<file path="src/rtl/nes_poll_sequencer.sv">
// NES gamepad poller: derives a protocol tick from inClock, runs the latch/pulse
// handshake once per poll period and publishes the 8 buttons with a valid strobe.
module nes_poll_sequencer #(
  parameter int BASE_SPEED = 200000000,
  parameter int TICK_HZ    = 166667,
  parameter int POLL_TICKS = 2778
) (
  input  logic       inClock,
  input  logic       reset,
  input  logic       enable,
  input  logic       nesData,
  output logic       nesLatch,
  output logic       nesPulse,
  output logic [7:0] buttons,
  output logic       buttonsValid,
  output logic       busy
);

  localparam int TICK_DIV = BASE_SPEED / TICK_HZ;
  localparam int TICK_W   = $clog2(TICK_DIV);
  localparam int POLL_W   = $clog2(POLL_TICKS);
  localparam logic [TICK_W-1:0] TICK_LAST = TICK_W'(TICK_DIV - 1);
  localparam logic [POLL_W-1:0] POLL_LAST = POLL_W'(POLL_TICKS - 1);

  typedef enum logic [2:0] {IDLE, LATCH, LOW, HIGH, DONE} state_t;

  state_t            state, next_state;
  logic [TICK_W-1:0] tick_cnt;
  logic [POLL_W-1:0] poll_cnt;
  logic [1:0]        sync_q;
  logic              phase;
  logic [2:0]        bit_idx;
  logic [7:0]        shift;
  logic              tick, poll_due, sync_data;
  logic              latch_next, pulse_next;

  assign tick      = (tick_cnt == TICK_LAST);
  assign poll_due  = tick && (poll_cnt == POLL_LAST);
  assign sync_data = sync_q[1];

  // Tick and poll counters free-run in every state so the poll period never drifts.
  always_ff @(posedge inClock) begin
    if (reset) begin
      tick_cnt <= '0;
      poll_cnt <= '0;
      sync_q   <= 2'b11;
    end else begin
      sync_q   <= {sync_q[0], nesData};
      tick_cnt <= tick ? '0 : tick_cnt + 1'b1;
      if (tick)
        poll_cnt <= (poll_cnt == POLL_LAST) ? '0 : poll_cnt + 1'b1;
    end
  end

  always_ff @(posedge inClock) begin
    if (reset) state <= IDLE;
    else       state <= next_state;
  end

  always_comb begin
    next_state = state;
    case (state)
      IDLE:  if (poll_due && enable) next_state = LATCH;
      LATCH: if (tick && phase) next_state = LOW;
      LOW:   if (tick) next_state = HIGH;
      HIGH:  if (tick) next_state = (bit_idx == 3'd7) ? DONE : LOW;
      DONE:  next_state = IDLE;
      default: next_state = IDLE;
    endcase
  end

  // Pin levels are decoded from the upcoming state and registered, so they
  // change exactly on the tick edge without decode glitches.
  always_comb begin
    latch_next = (next_state == LATCH);
    pulse_next = (next_state == HIGH);
    busy       = (state != IDLE);
  end

  always_ff @(posedge inClock) begin
    if (reset) begin
      nesLatch     <= 1'b0;
      nesPulse     <= 1'b0;
      phase        <= 1'b0;
      bit_idx      <= 3'd0;
      shift        <= 8'h00;
      buttons      <= 8'h00;
      buttonsValid <= 1'b0;
    end else begin
      nesLatch     <= latch_next;
      nesPulse     <= pulse_next;
      buttonsValid <= (state == DONE);
      case (state)
        IDLE:  phase <= 1'b0;
        LATCH: if (tick) begin
                 phase   <= 1'b1;
                 bit_idx <= 3'd0;
               end
        LOW:   if (tick) shift[3'd7 - bit_idx] <= ~sync_data;
        HIGH:  if (tick && bit_idx != 3'd7) bit_idx <= bit_idx + 3'd1;
        DONE:  buttons <= shift;
        default: ;
      endcase
    end
  end

endmodule

</file>
<file path="config.mk">
export PLATFORM = sky130hd
export DESIGN_NAME = nes_poll_sequencer
export DESIGN_NICKNAME = d
export VERILOG_FILES = /design/src/rtl/nes_poll_sequencer.sv
export SDC_FILE = /design/constraint.sdc
export NUM_CORES = 1
export LEC_CHECK = 0
export ABC_AREA = 0
export CELL_PAD_IN_SITES_DETAIL_PLACEMENT = 1
export CELL_PAD_IN_SITES_GLOBAL_PLACEMENT = 1
export CORE_MARGIN = 2
export CORE_UTILIZATION = 48
export DETAILED_ROUTE_END_ITERATION = 8
export DONT_BUFFER_PORTS = 1
export PLACE_DENSITY = 0.75
export RECOVER_POWER = 25
export SLEW_MARGIN = 20
export SYNTH_ARGS = -nofsm -noshare
export SYNTH_HDL_FRONTEND = slang
export SYNTH_SLANG_ARGS = --single-unit
</file>
<file path="constraint.sdc">
create_clock -name inClock -period 2.9 [get_ports inClock]
set_clock_uncertainty 0.2 [all_clocks]
set_input_delay 0.725 -clock inClock [delete_from_list [all_inputs] [get_ports inClock]]
set_output_delay 0.725 -clock inClock [all_outputs]
set_load 0.02 [all_outputs]
</file>
==> reports/qor.txt, run 1 <==
Pwr/cell area - 482 nW/um^2
Worst r2r src - tick_cnt[0]$_SDFF_PP0_
Critical path data required time - 2.91 ns
Combinational Power Share - 1.5%
Cts repair resizes - 0
Tot Pwr - 1.16 mW
# nets final - 262
Sw frac - 21.7%
Clock-pin slew on the worst setup and hold paths - 0.09 ns
Layout cells sized above 1 - 7.51%
Worst vdd ir - 274 uV
Drt wl/cell - 14.7 um
H-tree depth - 2
GRT overflow - 0
Yosys top cell area share - 45.1%
Final wirelength - 4.49 mm
Crit path max-delay family - simple AND/OR/NAND/NOR gates
TritonCTS clock tree - done
CTS max path bufs - 2
Total CTS buffers - 5
Antenna Nets Post-Route - 0
Sequential element share of the synthesized area - 45.1%
Hold Buf Count CTS - 0
Hold path endpoint - sync_q[1]$_SDFF_PP1_
Hold Crit Class - reg -> reg
Critical path arrival - 2.64 ns
Number of global-route vias before repair - 1,701
IO Port Bufs - 0
Gate Count Post-Synth - 253
Root buffer cell - clkbuf_8
Synth warn - 0
Post-DP HPWL - 3.16 mm
HP Start - sync_q[0]$_SDFF_PP1_
Clock power frac - 37.3%
Slew @ Worst Pin - 0.803 ns
Die height - 72.7 um
Drt first pass iters - 4
Slew Limit Fails - 0
First-pass GRT wire length - 8.00 mm
Crit share post-route - 90.7%
Setup tns final - 0 ns
Relative slew slack - 45.9%
Crit. End Element - flip-flop
Post-synthesis async set-or-reset flop share - 0%
Post-synth EDFFs - 0
Layout area overhead - 5.91%
Vias/cell - 5.62
Worst-Skew Late Latency - 0.30 ns
Placed Area - 2310 um^2
Core area - 4440 um^2
RR Endpoint - shift[0]$_SDFFE_PP0P_
Number of remaining DRC errors - 0
RSZ-0062 raised after global routing - false
Switching power - 0.251 mW
Top-level I/O count - 16
Crit Path Class - reg -> reg
Fmax - 0.380 GHz
Most frequent cells after synthesis - dfxtp_1 (51), nor2_1 (44), nand2_1 (19), mux2i_1 (18), nand3_1 (16)
Mapped Nets - 263
Area leader, netlist - dfxtp_1
Final GP Congestion - 0.755
DRT iter0 DRCs - 83
Flops & latches, synth - 51
Number of post-CTS setup repair buffers - 0
Vias - 1,713
Worst setup SP type - flip-flop
Status - completed
Die width - 72.7 um
Clk sinks - 51
ANT cells - 0
Slowest-stage cell, CP - nor4_1
R2r worst-path depth - 7
Crit-path max cell delay - 0.76 ns
Crit path cell chain - inv_1, ha_1, or4b_1, nor4_1, nand3_1, mux2i_1, nor2_1
Critical path peak fanout - 6
Buf/Inv on CP - 1
Main flop type after synthesis - dfxtp_1
Most common cell in the netlist - dfxtp_1
Antenna violations before repair - 0
Flop pwr share - 61.2%
Area contributors post-synth - dfxtp_1 (45%), mux2i_1 (8.0%), nor2_1 (7.3%)
Synth unique cells - 43
Hold Path Depth - 1
Endpoints failing hold - 0
Avg Cell Area, Syn - 8.96 um^2
Final Cell Area - 2400 um^2
All-Layer GR Usage - 19.4%
Leakage Power - 0.924 nW
Max-cap violations - 0
Initial Util - 51.0%
Internal power - 0.906 mW
Mapped cell area - 2270 um^2
Rows - 24
Largest net degree at the start of global routing - 38
Die area - 5290 um^2
Worst reg2reg setup slack - 0.27 ns
Final setup vio count - 0
Min Tclk post-route - 2.63 ns
final cells by class:
class | instances | area, um^2
Clock buffer | 6 | 82.6
Multi-Input combinational cell | 185 | 1170
Fill cell | 540 | 2040
Inverter | 5 | 18.8
Timing Repair Buffer | 4 | 26.3
Tap cell | 52 | 65.1
Sequential cell | 51 | 1020
Clock inverter | 2 | 16.3
worst register-to-register path: stages (launching register included):
cell and delay, ns:
dfxtp_1 0.35, inv_1 0.07, ha_1 0.15, or4b_1 0.59, nor4_1 0.76, nand3_1 0.18, mux2i_1 0.18, nor2_1 0.06
worst max path at each step:
stage                           start                  endpoint  slack, ns  cells past startpoint
6_report       tick_cnt[0]$_SDFF_PP0_     shift[0]$_SDFFE_PP0P_       0.27                      7
4_1_cts        tick_cnt[0]$_SDFF_PP0_     shift[0]$_SDFFE_PP0P_       0.24                      7
3_3_place_gp   tick_cnt[0]$_SDFF_PP0_     shift[4]$_SDFFE_PP0P_       0.32                      7
3_5_place_dp   tick_cnt[0]$_SDFF_PP0_     shift[0]$_SDFFE_PP0P_       0.26                      7
5_1_grt        tick_cnt[0]$_SDFF_PP0_     shift[4]$_SDFFE_PP0P_       0.05                      7
2_1_floorplan  tick_cnt[0]$_SDFF_PP0_  poll_cnt[8]$_SDFFE_PP0P_       0.56                      8
cells in the final DEF (no fill, tap or decap), types with 2 or more instances in the layout:
| cell | count |
|---|---|
| and3_1 | 3 |
| clkbuf_8 | 6 |
| nor3_2 | 2 |
| nand3_1 | 16 |
| and4_1 | 3 |
| nand4_1 | 4 |
| or3_1 | 3 |
| buf_4 | 3 |
| nor2b_1 | 7 |
| dfxtp_1 | 51 |
| mux2i_1 | 18 |
| xor2_1 | 7 |
| ha_1 | 6 |
| nor4_1 | 5 |
| or2_2 | 2 |
| nor2_1 | 44 |
| a21oi_1 | 14 |
| xnor2_1 | 5 |
| o21ai_0 | 3 |
| nor3_1 | 5 |
| inv_1 | 5 |
| nand2_1 | 19 |
registers in the layout, indices dropped and copies added, names as in the netlist:
register / cells
shift: 8
sync_q: 2
phase: 1
state: 3
buttons: 8
tick_cnt: 11
buttonsValid: 1
bit_idx: 3
poll_cnt: 12
nesPulse: 1
nesLatch: 1
metrics by stage:
step	std cells	hold WS, ns	worst slack (ns)	utilization (%)
final	305	0.220	0.271	54.0
after global routing	305	0.247	0.0542	54.0
after CTS	305	0.226	0.242	54.2
after detailed placement	297	0.203	0.264	52.0
after global placement	297	0.191	0.316	52.0
after floorplan	253	0.189	0.562	-
kinds of logic after synthesis:
family / count (synthesis) / share of synthesized area, %
simple gates: 125 / 28.9
flops: 51 / 45.1
compound gates: 24 / 6.85
mux: 18 / 7.95
buf+inv: 17 / 3.31
xor+xnor: 12 / 4.64
fa+ha+maj: 6 / 3.31
metal layers:
metal / track usage [%] / up-vias / share of wire [%]
met2: 31.8 / 13 / 47
li1: - / 874 / -
met3: 4.14 / 6 / 2.0
met4: 6.17 / 0 / 1.4
met1: 25.5 / 820 / 49
met5: 0 / - / 0
power by group through the flow:
stage               logic [mW]  registers [mW]  clock network [mW]
finish                  0.0172           0.709               0.431
global route            0.0204           0.710               0.481
CTS                     0.0178           0.709               0.445
detailed placement      0.0176           0.725                   0
global placement        0.0168           0.725                   0
floorplan               0.0214           0.724                   0
(Power assumes the default switching activity.)
==> run 2: changes to the inputs <==
--- a/config.mk
+++ b/config.mk
@@ -12,7 +12,8 @@
 export CORE_UTILIZATION = 48
 export DETAILED_ROUTE_END_ITERATION = 8
 export DONT_BUFFER_PORTS = 1
-export PLACE_DENSITY = 0.75
+export MAX_ROUTING_LAYER = met4
+export PLACE_DENSITY_LB_ADDON = 0.1
 export RECOVER_POWER = 25
 export SLEW_MARGIN = 20
 export SYNTH_ARGS = -nofsm -noshare
==> run 2 against run 1 <==
Effect of this change: first-iteration DRC count down 37%; critical endpoint unchanged; critical path depth unchanged; power down 3.1%; highest routed layer unchanged.
==> reports/qor.txt, run 2 (synthesized netlist as in run 1, its figures left out) <==
Crit share post-route - 89.2%
Register Area - 1020 um^2
Antenna Nets Post-Route - 0
Slew Limit Fails - 0
Die area - 5290 um^2
Status - completed
Hold Path Depth - 1
Hold Buf Count CTS - 0
Max-cap violations - 0
Die height - 72.7 um
Initial Util - 51.0%
GRT overflow - 0
Slew @ Worst Pin - 0.764 ns
Slowest-stage cell, CP - nor4_1
Worst setup SP type - flip-flop
Crit path max-delay family - simple AND/OR/NAND/NOR gates
Total CTS buffers - 5
Post-DP HPWL - 3.12 mm
Cts repair resizes - 0
# fillers - 522
Critical path arrival - 2.59 ns
Buf/Inv on CP - 1
RSZ-0062 raised after global routing - false
Largest net degree at the start of global routing - 38
Relative slew slack - 48.6%
Top reg by flops - poll_cnt
Vias/cell - 5.58
Max FFs per register - 12
DRT iter0 DRCs - 52
Drt first pass iters - 4
Crit path cell chain - inv_1, ha_1, or4b_1, nor4_1, nand3_1, mux2i_1, nor2_1
Root buffer cell - clkbuf_8
Final wirelength - 4.44 mm
Core area - 4440 um^2
Critical path peak fanout - 6
Antenna violations before repair - 0
All-Layer GR Usage - 19.7%
ANT cells - 0
Clk sinks - 51
Worst vdd ir - 247 uV
Pwr/cell area - 470 nW/um^2
Final setup vio count - 0
Rows - 24
Number of global-route vias before repair - 1,685
Final GP Congestion - 0.769
# nets final - 261
Drt wl/cell - 14.6 um
Critical path data required time - 2.90 ns
CTS max path bufs - 2
H-tree depth - 2
Top Registers - poll_cnt: 12 flops, tick_cnt: 11 flops
IO Port Bufs - 0
Number of remaining DRC errors - 0
Setup tns final - 0 ns
Leakage Power - 0.912 nW
Crit. End Element - flip-flop
Endpoints failing hold - 0
Die width - 72.7 um
Placed Area - 2300 um^2
Hold Crit Class - reg -> reg
TritonCTS clock tree - done
Clock-pin slew on the worst setup and hold paths - 0.09 ns
Worst-Skew Late Latency - 0.30 ns
Final Cell Area - 2380 um^2
Layout area overhead - 5.25%
WP depth - 7
Crit-path max cell delay - 0.73 ns
R2r worst-path depth - 7
Layout cells sized above 1 - 7.14%
Top-level I/O count - 16
Number of post-CTS setup repair buffers - 0
Most common cell after layout, fill and taps aside - dfxtp_1
Fmax - 0.386 GHz
Vias - 1,695
Multi-input gate area - 1180 um^2
Commonest cells after routing, fill and taps aside - dfxtp_1 (51), nor2_1 (44), nand2_1 (19)
Min Tclk post-route - 2.59 ns
Crit Path Class - reg -> reg
First-pass GRT wire length - 7.96 mm
-- run 2: through the flow --
stage	hold slack (ns)	cells	utilization, %	power [mW]	setup slack (ns)
after floorplan	0.189	253	-	0.746	0.562
after global placement	0.192	296	51.8	0.742	0.321
after detailed placement	0.207	296	51.8	0.743	0.244
after CTS	0.231	304	53.7	1.14	0.224
after global routing	0.244	304	53.7	1.17	0.131
final	0.228	304	53.7	1.12	0.313
-- run 2: final cells by class --
| cell class | count | area share [%] |
|---|---|---|
| clock inverters | 2 | 0.525 |
| clock buffers | 6 | 3.04 |
| flip-flops and latches | 51 | 42.8 |
| inverters | 5 | 0.787 |
| well taps | 52 | 2.73 |
| multi-input cells | 185 | 49.3 |
| repair buffers | 3 | 0.787 |
-- run 2: power by group --
group	total (mW)	switching, mW	internal, mW
Sequential	0.709	0.00471	0.704
Combinational	0.0170	0.0104	0.00660
Clock	0.395	0.226	0.169
-- run 2: per-layer routing --
metal	global-route usage, %	share of wire, %	up-vias
met5	-	0	-
met4	6.17	1.3	0
met3	4.28	3.4	6
met2	30.1	46	24
met1	26.2	49	792
li1	-	-	873
-- run 2: worst paths after layout --
check / slack, ns / start / end
worst max-delay path: 0.31 / tick_cnt[0]$_SDFF_PP0_ / shift[0]$_SDFFE_PP0P_
worst min-delay path: 0.23 / sync_q[0]$_SDFF_PP1_ / sync_q[1]$_SDFF_PP1_
worst max register to register: 0.31 / tick_cnt[0]$_SDFF_PP0_ / shift[0]$_SDFFE_PP0P_
worst min register to register: 0.23 / sync_q[0]$_SDFF_PP1_ / sync_q[1]$_SDFF_PP1_
